<file path="src/rtl/gfg_pattern_rasterizer_pkg.sv">
// Shared definitions for the pattern rasterizer: FSM states, pattern codes and
// the width of one frame-buffer word ({z, r, g, b}).
package gfg_pkg;

   typedef enum logic [1:0] {
      ST_IDLE    = 2'd0,
      ST_REQUEST = 2'd1,
      ST_DRAW    = 2'd2,
      ST_DONE    = 2'd3
   } state_e;

   localparam logic [1:0] PAT_SOLID    = 2'd0;
   localparam logic [1:0] PAT_BARS     = 2'd1;
   localparam logic [1:0] PAT_CHECKER  = 2'd2;
   localparam logic [1:0] PAT_GRADIENT = 2'd3;

   localparam int COLOR_BITS         = 12;
   localparam int Z_BITS             = 2;
   localparam int FRAME_BUFFER_WIDTH = Z_BITS + COLOR_BITS;

endpackage

</file>
<file path="src/rtl/gfg_pattern_rasterizer_color.sv">
// Combinational pattern generator: maps (pattern, column, row, offset) to a
// 4:4:4 RGB value. Only the low nibble of row and offset ever affects colour.
module gfg_pattern_color
   import gfg_pkg::*;
#(
   parameter int HORIZ_RESOLUTION = 80,
   parameter int HW               = $clog2(HORIZ_RESOLUTION)
) (
   input  logic [1:0]    pattern,
   input  logic [HW-1:0] horiz,
   input  logic [3:0]    vert,
   input  logic [3:0]    offset,
   output logic [11:0]   rgb
);

   localparam int BAR_W = HORIZ_RESOLUTION / 8;

   logic [2:0] bar;

   always_comb begin
      bar = 3'(horiz / HW'(BAR_W));
      rgb = 12'h000;
      case (pattern)
         PAT_SOLID:    rgb = 12'h00F;
         PAT_BARS:     rgb = {{4{bar[2]}}, {4{bar[1]}}, {4{bar[0]}}};
         PAT_CHECKER:  rgb = (horiz[3] ^ vert[3]) ? 12'hFFF : 12'h000;
         // Nibble-wide sum so the red channel wraps modulo 16.
         PAT_GRADIENT: rgb = {horiz[3:0] + offset, vert, offset};
      endcase
   end

endmodule

</file>
<file path="src/rtl/gfg_pattern_rasterizer.sv">
// Frame rasterizer: on each new frame, reserves the frame buffer and writes every
// pixel of the selected pattern once. Define GFG_PATTERN_ANIMATE_EN to animate.
module gfg_pattern_rasterizer
   import gfg_pkg::*;
#(
   parameter int HORIZ_RESOLUTION = 80,
   parameter int VERT_RESOLUTION  = 60,
   parameter int COLOR_DEPTH      = 12,
   parameter int Z_DEPTH          = 2
) (
   input  logic                                clk,
   input  logic                                rst,
   input  logic                                new_frame_initiated,
   input  logic [1:0]                          pattern_sel,
   input  logic                                write_reservation_granted,
   output logic                                write_reservation_request,
   output logic [$clog2(VERT_RESOLUTION)-1:0]  vert_write_addr,
   output logic [$clog2(HORIZ_RESOLUTION)-1:0] horiz_write_addr,
   output logic                                write_en,
   output logic [Z_DEPTH+COLOR_DEPTH-1:0]      write_pixel_data,
   output logic                                finished,
   output logic                                drawing_pool_empty,
   output logic                                overrun
);

   localparam int HW = $clog2(HORIZ_RESOLUTION);
   localparam int VW = $clog2(VERT_RESOLUTION);
   localparam int PW = Z_DEPTH + COLOR_DEPTH;
   localparam logic [HW-1:0] H_LAST = HW'(HORIZ_RESOLUTION - 1);
   localparam logic [VW-1:0] V_LAST = VW'(VERT_RESOLUTION - 1);

   state_e        state_q, state_d;
   logic [1:0]    pat_q, pat_d;
   logic [HW-1:0] horiz_q, horiz_d;
   logic [VW-1:0] vert_q, vert_d;
   logic          we_q, we_d;
   logic [PW-1:0] pix_q, pix_d;
   logic          overrun_q, overrun_d;
   logic [3:0]    offset_lo;
   logic [11:0]   rgb_next;
   logic          last_px;

   assign last_px = (horiz_q == H_LAST) && (vert_q == V_LAST);

`ifdef GFG_PATTERN_ANIMATE_EN
   logic [7:0] offset_q, offset_d;

   always_comb begin
      offset_d = offset_q;
      if (state_q == ST_DONE) offset_d = offset_q + 8'd1;
   end

   always_ff @(posedge clk) begin
      if (rst) offset_q <= 8'd0;
      else     offset_q <= offset_d;
   end

   assign offset_lo = offset_q[3:0];
`else
   assign offset_lo = 4'd0;
`endif

   // Colour is computed for the address being loaded so data, address and
   // strobe all leave registers on the same edge.
   gfg_pattern_color #(
      .HORIZ_RESOLUTION(HORIZ_RESOLUTION),
      .HW              (HW)
   ) u_color (
      .pattern(pat_q),
      .horiz  (horiz_d),
      .vert   (vert_d[3:0]),
      .offset (offset_lo),
      .rgb    (rgb_next)
   );

   always_ff @(posedge clk) begin
      if (rst) begin
         state_q   <= ST_IDLE;
         pat_q     <= 2'd0;
         horiz_q   <= '0;
         vert_q    <= '0;
         we_q      <= 1'b0;
         pix_q     <= '0;
         overrun_q <= 1'b0;
      end else begin
         state_q   <= state_d;
         pat_q     <= pat_d;
         horiz_q   <= horiz_d;
         vert_q    <= vert_d;
         we_q      <= we_d;
         pix_q     <= pix_d;
         overrun_q <= overrun_d;
      end
   end

   always_comb begin
      state_d = state_q;
      case (state_q)
         ST_IDLE:    if (new_frame_initiated)       state_d = ST_REQUEST;
         ST_REQUEST: if (write_reservation_granted) state_d = ST_DRAW;
         ST_DRAW:    if (last_px)                   state_d = ST_DONE;
         ST_DONE:                                   state_d = ST_IDLE;
         default:                                   state_d = ST_IDLE;
      endcase
   end

   // Addresses sit at zero outside DRAW, so entering DRAW starts at (0,0).
   always_comb begin
      pat_d   = pat_q;
      horiz_d = '0;
      vert_d  = '0;
      if ((state_q == ST_IDLE) && new_frame_initiated) pat_d = pattern_sel;
      if ((state_q == ST_DRAW) && !last_px) begin
         if (horiz_q == H_LAST) begin
            vert_d = vert_q + VW'(1);
         end else begin
            horiz_d = horiz_q + HW'(1);
            vert_d  = vert_q;
         end
      end
      we_d      = (state_d == ST_DRAW);
      pix_d     = we_d ? PW'(rgb_next) : '0;
      overrun_d = overrun_q | (new_frame_initiated && (state_q != ST_IDLE));
   end

   always_comb begin
      write_reservation_request = (state_q == ST_REQUEST);
      finished                  = (state_q == ST_DONE);
      drawing_pool_empty        = (state_q == ST_IDLE) || (state_q == ST_DONE);
      write_en                  = we_q;
      horiz_write_addr          = horiz_q;
      vert_write_addr           = vert_q;
      write_pixel_data          = pix_q;
      overrun                   = overrun_q;
   end

endmodule

</file>
<file path="config.mk">
export PLATFORM = sky130hd
export DESIGN_NAME = gfg_pattern_rasterizer
export DESIGN_NICKNAME = d
export VERILOG_FILES = /design/src/rtl/gfg_pattern_rasterizer_pkg.sv /design/src/rtl/gfg_pattern_rasterizer_color.sv /design/src/rtl/gfg_pattern_rasterizer.sv
export SDC_FILE = /design/constraint.sdc
export NUM_CORES = 1
export LEC_CHECK = 0
export ABC_AREA = 1
export BUFFER_PORTS_ARGS = -buffer_cell sky130_fd_sc_hd__buf_2
export CORE_UTILIZATION = 49
export CTS_CLUSTER_SIZE = 12
export DETAILED_ROUTE_END_ITERATION = 16
export GPL_ROUTABILITY_DRIVEN = 0
export GPL_TIMING_DRIVEN = 1
export MAX_ROUTING_LAYER = met4
export PLACE_DENSITY = 0.78
export SYNTH_ARGS = -nofsm -noshare
export SYNTH_HDL_FRONTEND = slang
export SYNTH_HIERARCHICAL = 1
export SYNTH_SLANG_ARGS = --single-unit
</file>
<file path="constraint.sdc">
create_clock -name clk -period 2.2 [get_ports clk]
set_clock_uncertainty 0.05 [all_clocks]
set_input_delay 0.22 -clock clk [delete_from_list [all_inputs] [get_ports clk]]
set_output_delay 0.22 -clock clk [all_outputs]
set_load 0.05 [all_outputs]
</file>
; ---- Word level (Yosys, flattened, before mapping)
; Index checks and enable logic that the tools add are counted.
[word_totals]
reg_bits = 33
inputBits = 6
out_inout_bits = 32
wordCells = 46
[classes]
add_sub_neg = 2
div = 1
eq_ne = 9
muxes = 10
n_bitwise = 4
n_reduce_logical = 11
[op_table]
columns = operator, count
row1 = $pmux W12 S4, 1
row2 = $mux W7, 2
row3 = $mux W12, 1
row4 = $eq A2 B2 Y1 const B, 5
row5 = $mux W4, 2
row6 = $pmux W2 S4, 1
row7 = $add A7 B1 Y7 const B, 1
row8 = $div A7 B4 Y7 const B, 1
row9 = $eq A7 B7 Y1 const B, 1
row10 = $add A6 B1 Y6 const B, 1
row11 = $eq A6 B6 Y1 const B, 1
row12 = $mux W2, 3
row13 = $eq A2 B1 Y1 const B, 2
row14 = $logic_and A1 B1 Y1, 4
row15 = $logic_not A2 Y1, 2
row16 = $reduce_or A2 Y1, 2
row17 = $not A1 Y1, 2
row18 = $reduce_bool A2 Y1, 1
row19 = $logic_not A1 Y1, 1
row20 = $logic_or A1 B1 Y1, 1
row21 = $or A1 B1 Y1, 1
row22 = $xor A1 B1 Y1, 1

; ---- Longest topological paths before layout
; Gate-level depths: netlist of the first run.
[logic_depth]
depth_word = 8
mapped_depth = 22
ltp_nobuf = 22

; ---- By module
; Netlist of the first run, hierarchy kept.
[by_module_without_submodules]
columns = module, instances, cells_per_inst, area_each_um2, seq_area_each_um2
row1 = gfg_pattern_rasterizer, 1, 170, 1392.6, 620.6
row2 = gfg_pattern_color, 1, 82, 422.9, 0.0

; ---- Worst setup path after synthesis of the first run
; OpenSTA, ideal clock, no wires.
[synth_path]
kind = register -> register
startpoint = reg horiz_q[0], in the netlist horiz_write_addr[0]
endpoint = reg pix_q[0], in the netlist write_pixel_data[0]
setup_ps = 110
arrival_time_ps = 2679
required_time_ps = 2040
path_slack_ps = -639
path_stages_with_launch = 23
n_path_buf = 0
synth_period_minus_slack_ps = 2839
cell_sequence = dfxtp_1 > ha_1 > nand3_4 > nor2_8 > inv_1 > nand2_1 > nor2_1 > inv_1 > nand3_1 > nand3_2 > nand2_2 > nand2_2 > nand2_2 > nand3_1 > nand2_1 > nand2_1 > nand2_1 > nand2_1 > nand2_1 > nand2_2 > nand3_1 > inv_1 > nor2_2
[synth_between]
elab_cells_between_ends = 18
[synth_rtl]
columns = item, line_no
row1 = start: declaration, gfg_pattern_rasterizer.sv:34  ; logic [HW-1:0] horiz_q, horiz_d;
row2 = start signal: assignment, gfg_pattern_rasterizer.sv:88  ; horiz_q <= horiz_d;
row3 = branches (longest 4 deep; another with $add A7 B1 Y7), --
row4 = $mux W7 (*), gfg_pattern_rasterizer.sv:113  ; if ((state_q == ST_DRAW) && !last_px) begin
row5 = via horiz_d[4], gfg_pattern_rasterizer.sv:34
row6 = $div A7 B4 Y7 (*), gfg_pattern_rasterizer_color.sv:21  ; bar = 3'(horiz / HW'(BAR_W));
row7 = $pmux W12 S4 (*), gfg_pattern_rasterizer_color.sv:23  ; case (pattern)
row8 = via rgb_next[0], gfg_pattern_rasterizer.sv:40  ; logic [11:0] rgb_next;
row9 = end signal: assignment, gfg_pattern_rasterizer.sv:91  ; pix_q <= pix_d;
row10 = end: declaration, gfg_pattern_rasterizer.sv:37  ; logic [PW-1:0] pix_q, pix_d;
; Mark *: on every way through the listed nets, which the timed path passes.
; A chain may end at the register's enable or synchronous reset.

; ---- Final worst setup path of the first run
[layout_path]
startpoint = reg horiz_q[1], in the netlist horiz_write_addr[1]
endpoint = reg pix_q[1], in the netlist write_pixel_data[1]
; The elaborated chain is that of the path after synthesis.

==> summary.txt, run 1 <==
Outcome
  • Status: finished with violations
  • Violated checks: negative setup slack

Cells and area
  • Fillers: 258
  • Core Util, Final: 74.3%
  • Finished Layout Cells: 375
  • Share of layout cells above drive strength 1: 40.4%
  • Diode count: 0
  • Layout Nets: 344
  • Area grow syn2layout: 40.9%

Synthesis
  • Post-Synth Adder-Cell Area: 7.31%
  • Synth Warn #: 6
  • Simple-gate share of the synthesized area: 34.5%
  • Seq/Total Area, Yosys: 34.2%
  • Ranking of synthesized cells by area: dfxtp_1, nand2_1, inv_1
  • Top cell type's share of synthesized area: 34.2%
  • Mapped cell area: 1820 um2
  • Post-synthesis mux area share: 0.551%
  • Syn_area_per_cell: 7.20 um2
  • Most frequent cells after synthesis: nand2_1, inv_1, dfxtp_1, nor2_1, nand3_1
  • Count leader, synth: nand2_1
  • Top_reg_cell synth: dfxtp_1
  • Yosys cell types: 31
  • Main combinational cell family by area after synthesis: simple AND/OR/NAND/NOR gates
  • Xor-xnor portion of the synthesized cell area: 5.31%
  • Yosys reg bits: 31
  • Post-synth EDFFs: 0
  • Async set-reset flop share out of synthesis: 0%
  • Leading area contributor after synthesis: dfxtp_1
  • Synth Area in Compound Gates: 6.96%
  • Gate Count Post-Synth: 252

STA
  • Setup_tns: -1.77 ns
  • Fmax achieved: 0.405 GHz
  • Final setup viols: 12
  • Hold Violations, Final: 0
  • RSZ-0062 raised after global routing: yes
  • Hold Slack: 0.152 ns
  • Period minus WS final: 2.47 ns
  • Final Cycle Share: 112%
  • Setup WS post-layout: -0.269 ns
  • Max-slew violations: 0

Worst hold path
  • Worst hold path depth: 3
  • Hold Path Origin: new_frame_initiated
  • Worst min path class: in2reg
  • Worst hold endpoint: overrun

Critical path
  • Cells on worst reg2reg path: 19
  • Top delay family on crit path: simple AND/OR/NAND/NOR gates
  • Worst setup EP type: register
  • R2R setup slack: -0.27 ns
  • Crit start category: register
  • Max stage delay on crit path: 0.36 ns
  • CP arrival: 2.59 ns
  • Crit path cell chain: ha_4 -> nand3_4 -> buf_4 -> xor2_2 -> nor2_4 -> inv_2 -> a21oi_2 -> nand2_4 -> nand2_4 -> nand2_4 -> buf_4 -> nand4_1 -> nand2_1 -> inv_1 -> nand2_1 -> nand2_2 -> nand3_1 -> inv_1 -> nor2_2
  • CP Buf/Inv Count: 5
  • Crit Reg-Reg Startpoint: horiz_write_addr[1]
  • Critical Setup Path Class: reg2reg
  • Crit path top cell by count: nand2_4
  • Required @ worst endpoint: 2.33 ns
  • Slowest-stage cell, CP: dfxtp_4
  • Reg-to-Reg End: write_pixel_data[1]
  • WP depth: 19
  • Crit-path max FO: 4

Pwr
  • Logic pwr share: 25.8%
  • Reg power frac: 42.1%
  • Net Sw Frac: 33.6%
  • Net switching power figure: 474 uW
  • Pleak: 1.28 nW
  • Total Power: 1.41 mW
  • Cell-internal power: 938 uW
  • Maximum VDD drop: 0.633 mV
  • P per Cell Area: 552 nW/um2
  • Share of power burned in the clock network: 32.2%

Floorplanning
  • Die width: 62.9 um
  • Initial Util: 52.7%
  • DIE AREA: 3950 um2
  • Total core area: 3440 um2
  • Die height: 62.9 um
  • FP Rows: 21
  • # IOs: 38

Routing
  • DR vias/cell: 4.66
  • DR vias: 1746
  • Initial DRT Pass Iterations: 4
  • WL/cell: 11.2 um
  • Initial DRC count: 40
  • Post-route ant nets: 0
  • Routed Wire Length: 4210 um
  • DRC: 0

GRT
  • Global route total overflow: 0
  • GRT Total Usage: 22.3%
  • Largest net degree at the start of global routing: 14
  • Antenna violations before repair: 0
  • Global-route wire length before repair: 6580 um
  • Vias in the first global route: 1555

CTS
  • CTS tree: done
  • CTS Root Buffer Type: clkbuf_8
  • H-tree lvl count: 2
  • CTS sink count: 31
  • Clock buffer depth: 2
  • Post-CTS Hold Fix Bufs: 0
  • Cts bufs inserted: 5
  • Clock-pin slew on the worst setup and hold paths: 0.06 ns
  • Clk_lat worst skew: 0.28 ns

Placed design
  • IO buf count: 35
  • Post-DP HPWL: 2830 um
  • Dpl cells: 358

Run
  • Max-cap violations: 0
## worst max-delay path by stage
stage,startpoint,to,slack (ns)
2_1_floorplan,horiz_write_addr[0],write_pixel_data[0],-0.08
3_3_place_gp,horiz_write_addr[1],write_pixel_data[2],-0.04
3_5_place_dp,horiz_write_addr[1],write_pixel_data[0],-0.13
4_1_cts,horiz_write_addr[1],write_pixel_data[1],-0.11
5_1_grt,horiz_write_addr[1],write_pixel_data[1],-0.39
6_report,horiz_write_addr[1],write_pixel_data[1],-0.27
## power groups by stage
stage	combinational [mW]	sequential (mW)	clock, mW
final	0.364	0.594	0.454
after global routing	0.400	0.597	0.498
after CTS	0.354	0.595	0.460
after detailed placement	0.351	0.607	0
after global placement	0.346	0.605	0
after floorplan	0.251	0.637	0
## sequential cells by signal (all words and copies together) (netlist names)
signal and count:
write_pixel_data 12, horiz_write_addr 7, vert_write_addr 6, pat_q 2, state_q 2, overrun 1, write_en 1
## cells by family (layout without fill, tap and decap cells)
logic type               Yosys count  after routing
multiplexers                       1              1
flip-flops                        31             31
XOR/XNOR                          11             11
AO/OA/AOI/OAI                     23             23
buffers and inverters             47            114
other                              1             11
adder cells (fa/ha/maj)           10             10
AND/OR/NAND/NOR                  128            128
## routing by layer
| metal | track usage [%] | vias up | wire length (um) |
|---|---|---|---|
| li1 | - | 920 | - |
| met1 | 24.5 | 777 | 1800 |
| met2 | 37.1 | 41 | 2150 |
| met3 | 6.02 | 8 | 164 |
| met4 | 10.2 | 0 | 96 |
| met5 | - | - | 0 |
## timing repair
item / 4_1_cts / 5_1_grt
endpoints found under the setup margin: 8 / 12
pin swaps: 0 / 8
buffers inserted: 3 / 6
gates resized for setup: 4 / 25
## layout make-up
type | count | area, um2 | share of cell area, %
well taps | 46 | 57.6 | 2.25
multi-input cells | 184 | 1190 | 46.6
clock inverters | 1 | 5.00 | 0.196
repair buffers | 63 | 402 | 15.7
flip-flops and latches | 31 | 649 | 25.4
clock buffers | 7 | 86.3 | 3.38
inverters | 43 | 166 | 6.51
## stage by stage
| step | setup slack [ns] | area (um2) |
|---|---|---|
| 2_1_floorplan | -0.0813 | 1920 |
| 3_3_place_gp | -0.0444 | 2260 |
| 3_5_place_dp | -0.128 | 2260 |
| 4_1_cts | -0.112 | 2390 |
| 5_1_grt | -0.386 | 2560 |
| 6_report | -0.269 | 2560 |
## placed cells by master, fill, tap and decap left out, drive strengths merged
cell type,synthesis,routed
a21boi,1,1
a21o,1,1
a21oi,12,12
and3,1,1
buf,3,63
clkbuf,1,7
clkinv,1,2
conb,1,11
dfxtp,31,31
fa,1,1
ha,9,9
inv,42,42
mux2i,1,1
nand2,53,53
nand3,24,24
nand4,2,2
nor2,41,41
nor3,7,7
o211ai,1,1
o21ai,8,8
xnor2,5,5
xor2,6,6
## worst reg2reg max path, stage by stage (launching register included)
cell and delay [ns]:
dfxtp_4 0.36, ha_4 0.15, nand3_4 0.11, buf_4 0.16, xor2_2 0.17, nor2_4 0.17
inv_2 0.09, a21oi_2 0.22, nand2_4 0.09, nand2_4 0.10, nand2_4 0.06, buf_4 0.13
nand4_1 0.07, nand2_1 0.06, inv_1 0.06, nand2_1 0.06, nand2_2 0.09, nand3_1 0.07
inv_1 0.07, nor2_2 0.04
No activity file was read; power rests on OpenSTA's default activity.
==> inputs of run 2 (changes only) <==
Settings changed: PLACE_DENSITY 0.78 to not set, PLACE_DENSITY_LB_ADDON set to 0.25.
==> summary.txt, run 2 (same netlist as run 1, synthesis figures left out) <==
Outcome
  • Status: finished with violations
  • Violated checks: negative setup slack

STA
  • Final Cycle Share: 113%
  • Hold Violations, Final: 0
  • Period minus WS final: 2.48 ns
  • Max-slew violations: 0
  • Setup WS post-layout: -0.284 ns
  • Setup_tns: -2.66 ns
  • Final setup viols: 12
  • RSZ-0062 raised after global routing: yes
  • Fmax achieved: 0.403 GHz

Worst hold path
  • Worst min path class: in2reg

Critical path
  • Crit start category: register
  • Critical Setup Path Class: reg2reg
  • CP arrival: 2.61 ns
  • Worst setup EP type: register
  • Required @ worst endpoint: 2.33 ns
  • Crit-path max FO: 5

Pwr
  • Maximum VDD drop: 0.489 mV
  • Pleak: 1.32 nW
  • P per Cell Area: 564 nW/um2
  • Total Power: 1.50 mW

Cells and area
  • Fillers: 243
  • Max reg flops: 12
  • Area grow syn2layout: 46.5%
  • Finished Layout Cells: 379
  • Leading cell type in the layout, fill and taps excluded: nand2_1
  • Register area: 649 um2
  • Layout Nets: 348
  • Area used by multi-input combinational logic: 1230 um2
  • Diode count: 0
  • Share of layout cells above drive strength 1: 44.1%
  • Core Util, Final: 77.2%
  • Most frequent cells in the layout: nand2_1, buf_2, inv_1

CTS
  • Clk_lat worst skew: 0.28 ns
  • Clock-pin slew on the worst setup and hold paths: 0.07 ns
  • CTS sink count: 31
  • Cts bufs inserted: 5
  • Clock buffer depth: 2
  • CTS tree: done
  • H-tree lvl count: 2
  • CTS Root Buffer Type: clkbuf_8

Floorplanning
  • Die width: 62.9 um
  • Total core area: 3440 um2
  • # IOs: 38
  • FP Rows: 21
  • Die height: 62.9 um
  • Initial Util: 52.7%
  • DIE AREA: 3950 um2

Routing
  • WL/cell: 11.2 um
  • Routed Wire Length: 4260 um
  • Post-route ant nets: 0
  • Initial DRC count: 66
  • DR vias: 1815
  • Initial DRT Pass Iterations: 5
  • DR vias/cell: 4.79
  • DRC: 0

GRT
  • GRT Total Usage: 22.6%
  • Global-route wire length before repair: 6880 um
  • Global route total overflow: 0
  • Largest net degree at the start of global routing: 14
  • Antenna violations before repair: 0
  • Vias in the first global route: 1648

Placed design
  • Post-DP HPWL: 2790 um
  • Post-place setup slack: -0.185 ns
  • Dpl cells: 360
  • IO buf count: 35

Run
  • Max-cap violations: 0
run 2: path summary, 6_finish.rpt:
check | end | depth (start not counted) | slack, ns | startpoint
max | write_pixel_data[2] | 22 | -0.28 | horiz_write_addr[1]
max reg2reg | write_pixel_data[2] | 22 | -0.28 | horiz_write_addr[1]
min | pat_q[1] | 3 | 0.13 | pattern_sel[1]
min reg2reg | overrun | 2 | 0.42 | overrun
run 2: final cells by class:
cell class              instances  share of cell area (%)
clock buffers                   7                    4.05
clock inverters                 1                   0.188
inverters                      43                    6.26
multi-input cells             184                    46.4
flip-flops and latches         31                    24.4
well taps                      46                    2.16
repair buffers                 67                    16.5
run 2: what timing repair did:
| item | 4_1_cts | 5_1_grt |
|---|---|---|
| setup buffers | 8 | 3 |
| resized for setup | 17 | 26 |
| hold buffers | 0 | 0 |
| hold endpoints to repair | 0 | 0 |
| pin swaps | 14 | 21 |
| endpoints found under the setup margin | 8 | 12 |
run 2: routing by layer:
layer,global-route usage [%],vias to the layer above,wire (um)
met5,-,-,0
met4,8.72,0,45
met3,3.83,8,180
met2,39.9,51,2170
met1,25.0,826,1860
li1,-,930,-
run 2: critical path, cell delays in order, from the launching register on:
cell and delay, ns:
dfxtp_4 0.35, ha_4 0.16, nand3_4 0.11, buf_12 0.12, nor2_8 0.04, inv_4 0.07
nand2_8 0.06, nor2_4 0.23, inv_2 0.07, nand2_4 0.09, nand2_1 0.09, nand2_1 0.08
nand2_1 0.08, a21boi_2 0.15, nand2_1 0.09, nand2_2 0.08, nand2_1 0.05, nand2_1 0.05
nand2_1 0.05, nand2_2 0.10, nand3_2 0.10, inv_2 0.06, nor2_2 0.03
run 2: through the flow:
stage                     hold slack (ns)  cell area [um2]
after floorplan                     0.315             1920
after global placement              0.404             2270
after detailed placement            0.408             2270
after CTS                           0.128             2520
after global routing                0.176             2660
final                               0.133             2660
run 2: where the power goes:
| part | internal [mW] | switching (mW) |
|---|---|---|
| Sequential | 0.579 | 0.0148 |
| Clock | 0.320 | 0.210 |
| Combinational | 0.111 | 0.264 |
| Total | 1.01 | 0.489 |
==> inputs of run 3 (changes only) <==
Settings changed: PLACE_DENSITY set to 0.76, PLACE_DENSITY_LB_ADDON 0.25 to not set.
Clock period 2.2 ns to 2.1 ns, I/O delays scaled along.
==> summary.txt, run 3 (same netlist as run 1, synthesis figures left out) <==
Cells and area
  • Most frequent cells in the layout: nand2_1, buf_2, buf_4
  • Core Util, Final: 77.2%
  • Leading cell type in the layout, fill and taps excluded: nand2_1
  • Share of layout cells above drive strength 1: 46.5%
  • Register area: 649 um2
  • Area grow syn2layout: 46.4%
  • Fillers: 248
  • Max reg flops: 12
  • Finished Cell Area: 2660 um2
  • Area used by multi-input combinational logic: 1210 um2
  • Finished Layout Cells: 386
  • Layout Nets: 355
  • Diode count: 0

Floorplanning
  • Die height: 62.9 um
  • Die width: 62.9 um
  • Total core area: 3440 um2
  • DIE AREA: 3950 um2
  • FP Rows: 21
  • Initial Util: 52.7%
  • # IOs: 38

Pwr
  • P per Cell Area: 566 nW/um2
  • Pleak: 1.34 nW
  • Net switching power figure: 512 uW
  • Total Power: 1.50 mW
  • Logic pwr share: 27.0%
  • Share of power burned in the clock network: 31.5%
  • Cell-internal power: 992 uW
  • Maximum VDD drop: 0.654 mV
  • Reg power frac: 41.5%
  • Net Sw Frac: 34.0%

Routing
  • Initial DRT Pass Iterations: 4
  • Post-route ant nets: 0
  • Initial DRC count: 63
  • Routed Wire Length: 4920 um
  • DR vias: 1913
  • WL/cell: 12.7 um
  • DRC: 0
  • DR vias/cell: 4.96

Critical path
  • Crit-path max FO: 5
  • CP arrival: 2.59 ns
  • Worst setup EP type: register
  • Critical Setup Path Class: reg2reg
  • Crit start category: register
  • Required @ worst endpoint: 2.27 ns

Outcome
  • Status: finished with violations
  • Violated checks: negative setup slack

STA
  • Fmax achieved: 0.413 GHz
  • RSZ-0062 raised after global routing: yes
  • Period minus WS final: 2.42 ns
  • Setup_tns: -2.43 ns
  • Final setup viols: 12
  • Setup WS post-layout: -0.323 ns
  • Final Cycle Share: 115%
  • Max-slew violations: 0
  • Hold Violations, Final: 0
  • Hold Slack: 0.132 ns

GRT
  • GRT Total Usage: 25.0%
  • Global-route wire length before repair: 7500 um
  • Antenna violations before repair: 0
  • Largest net degree at the start of global routing: 14
  • Vias in the first global route: 1841
  • Global route total overflow: 0

Placed design
  • Post-DP HPWL: 3030 um
  • IO buf count: 35
  • Post-place setup slack: -0.270 ns
  • Dpl cells: 371
  • Placed cell area: 2360 um2

CTS
  • CTS sink count: 31
  • CTS tree: done
  • Clk_lat worst skew: 0.28 ns
  • H-tree lvl count: 2
  • CTS Root Buffer Type: clkbuf_8
  • Clock-pin slew on the worst setup and hold paths: 0.07 ns
  • Cts bufs inserted: 5
  • Clock buffer depth: 2

Run
  • Max-cap violations: 0

Worst hold path
  • Worst min path class: in2reg
-- run 3: what timing repair did --
action,4_1_cts,5_1_grt
pin swaps,7,9
endpoints found under the setup margin,12,12
hold buffers,0,0
buffers inserted,6,2
resized for setup,16,29
-- run 3: area by class of cell --
class	instances	area share, %
multi-input cells	184	45.5
flip-flops and latches	31	24.4
repair buffers	74	18.3
inverters	43	6.17
clock buffers	7	3.25
well taps	46	2.17
clock inverters	1	0.188
-- run 3: path summary, 6_finish.rpt --
path | slack [ns] | from | cells past startpoint | to
worst max-delay path | -0.32 | horiz_write_addr[0] | 19 | write_pixel_data[2]
worst min-delay path | 0.13 | pattern_sel[1] | 3 | pat_q[1]
worst max register to register | -0.32 | horiz_write_addr[0] | 19 | write_pixel_data[2]
worst min register to register | 0.43 | overrun | 2 | overrun
-- run 3: critical path, stage by stage (launching register included) --
cell,delay [ns]
dfxtp_4,0.36
ha_4,0.15
nand3_4,0.09
buf_6,0.14
nor2_8,0.13
inv_4,0.05
nand2_4,0.10
nor2_4,0.07
buf_4,0.15
nand3_2,0.12
nor2_1,0.07
o21ai_0,0.28
nand2_2,0.11
nand2_1,0.07
nand2_1,0.05
nand2_1,0.07
nand2_2,0.08
nand3_2,0.10
inv_2,0.04
nor2_2,0.10
-- run 3: per-layer routing --
layer,up-vias,global-route usage (%),part of all wire (%)
met5,-,-,0
met4,0,12.2,2.5
met3,14,5.84,5.1
met2,69,45.7,53
met1,885,24.5,40
li1,945,-,-
-- run 3: power by group through the flow --
stage	clock [mW]	sequential [mW]	combinational [mW]
final	0.474	0.624	0.406
after global routing	0.513	0.626	0.444
after CTS	0.479	0.623	0.390
after detailed placement	0	0.636	0.375
after global placement	0	0.635	0.372
after floorplan	0	0.667	0.263
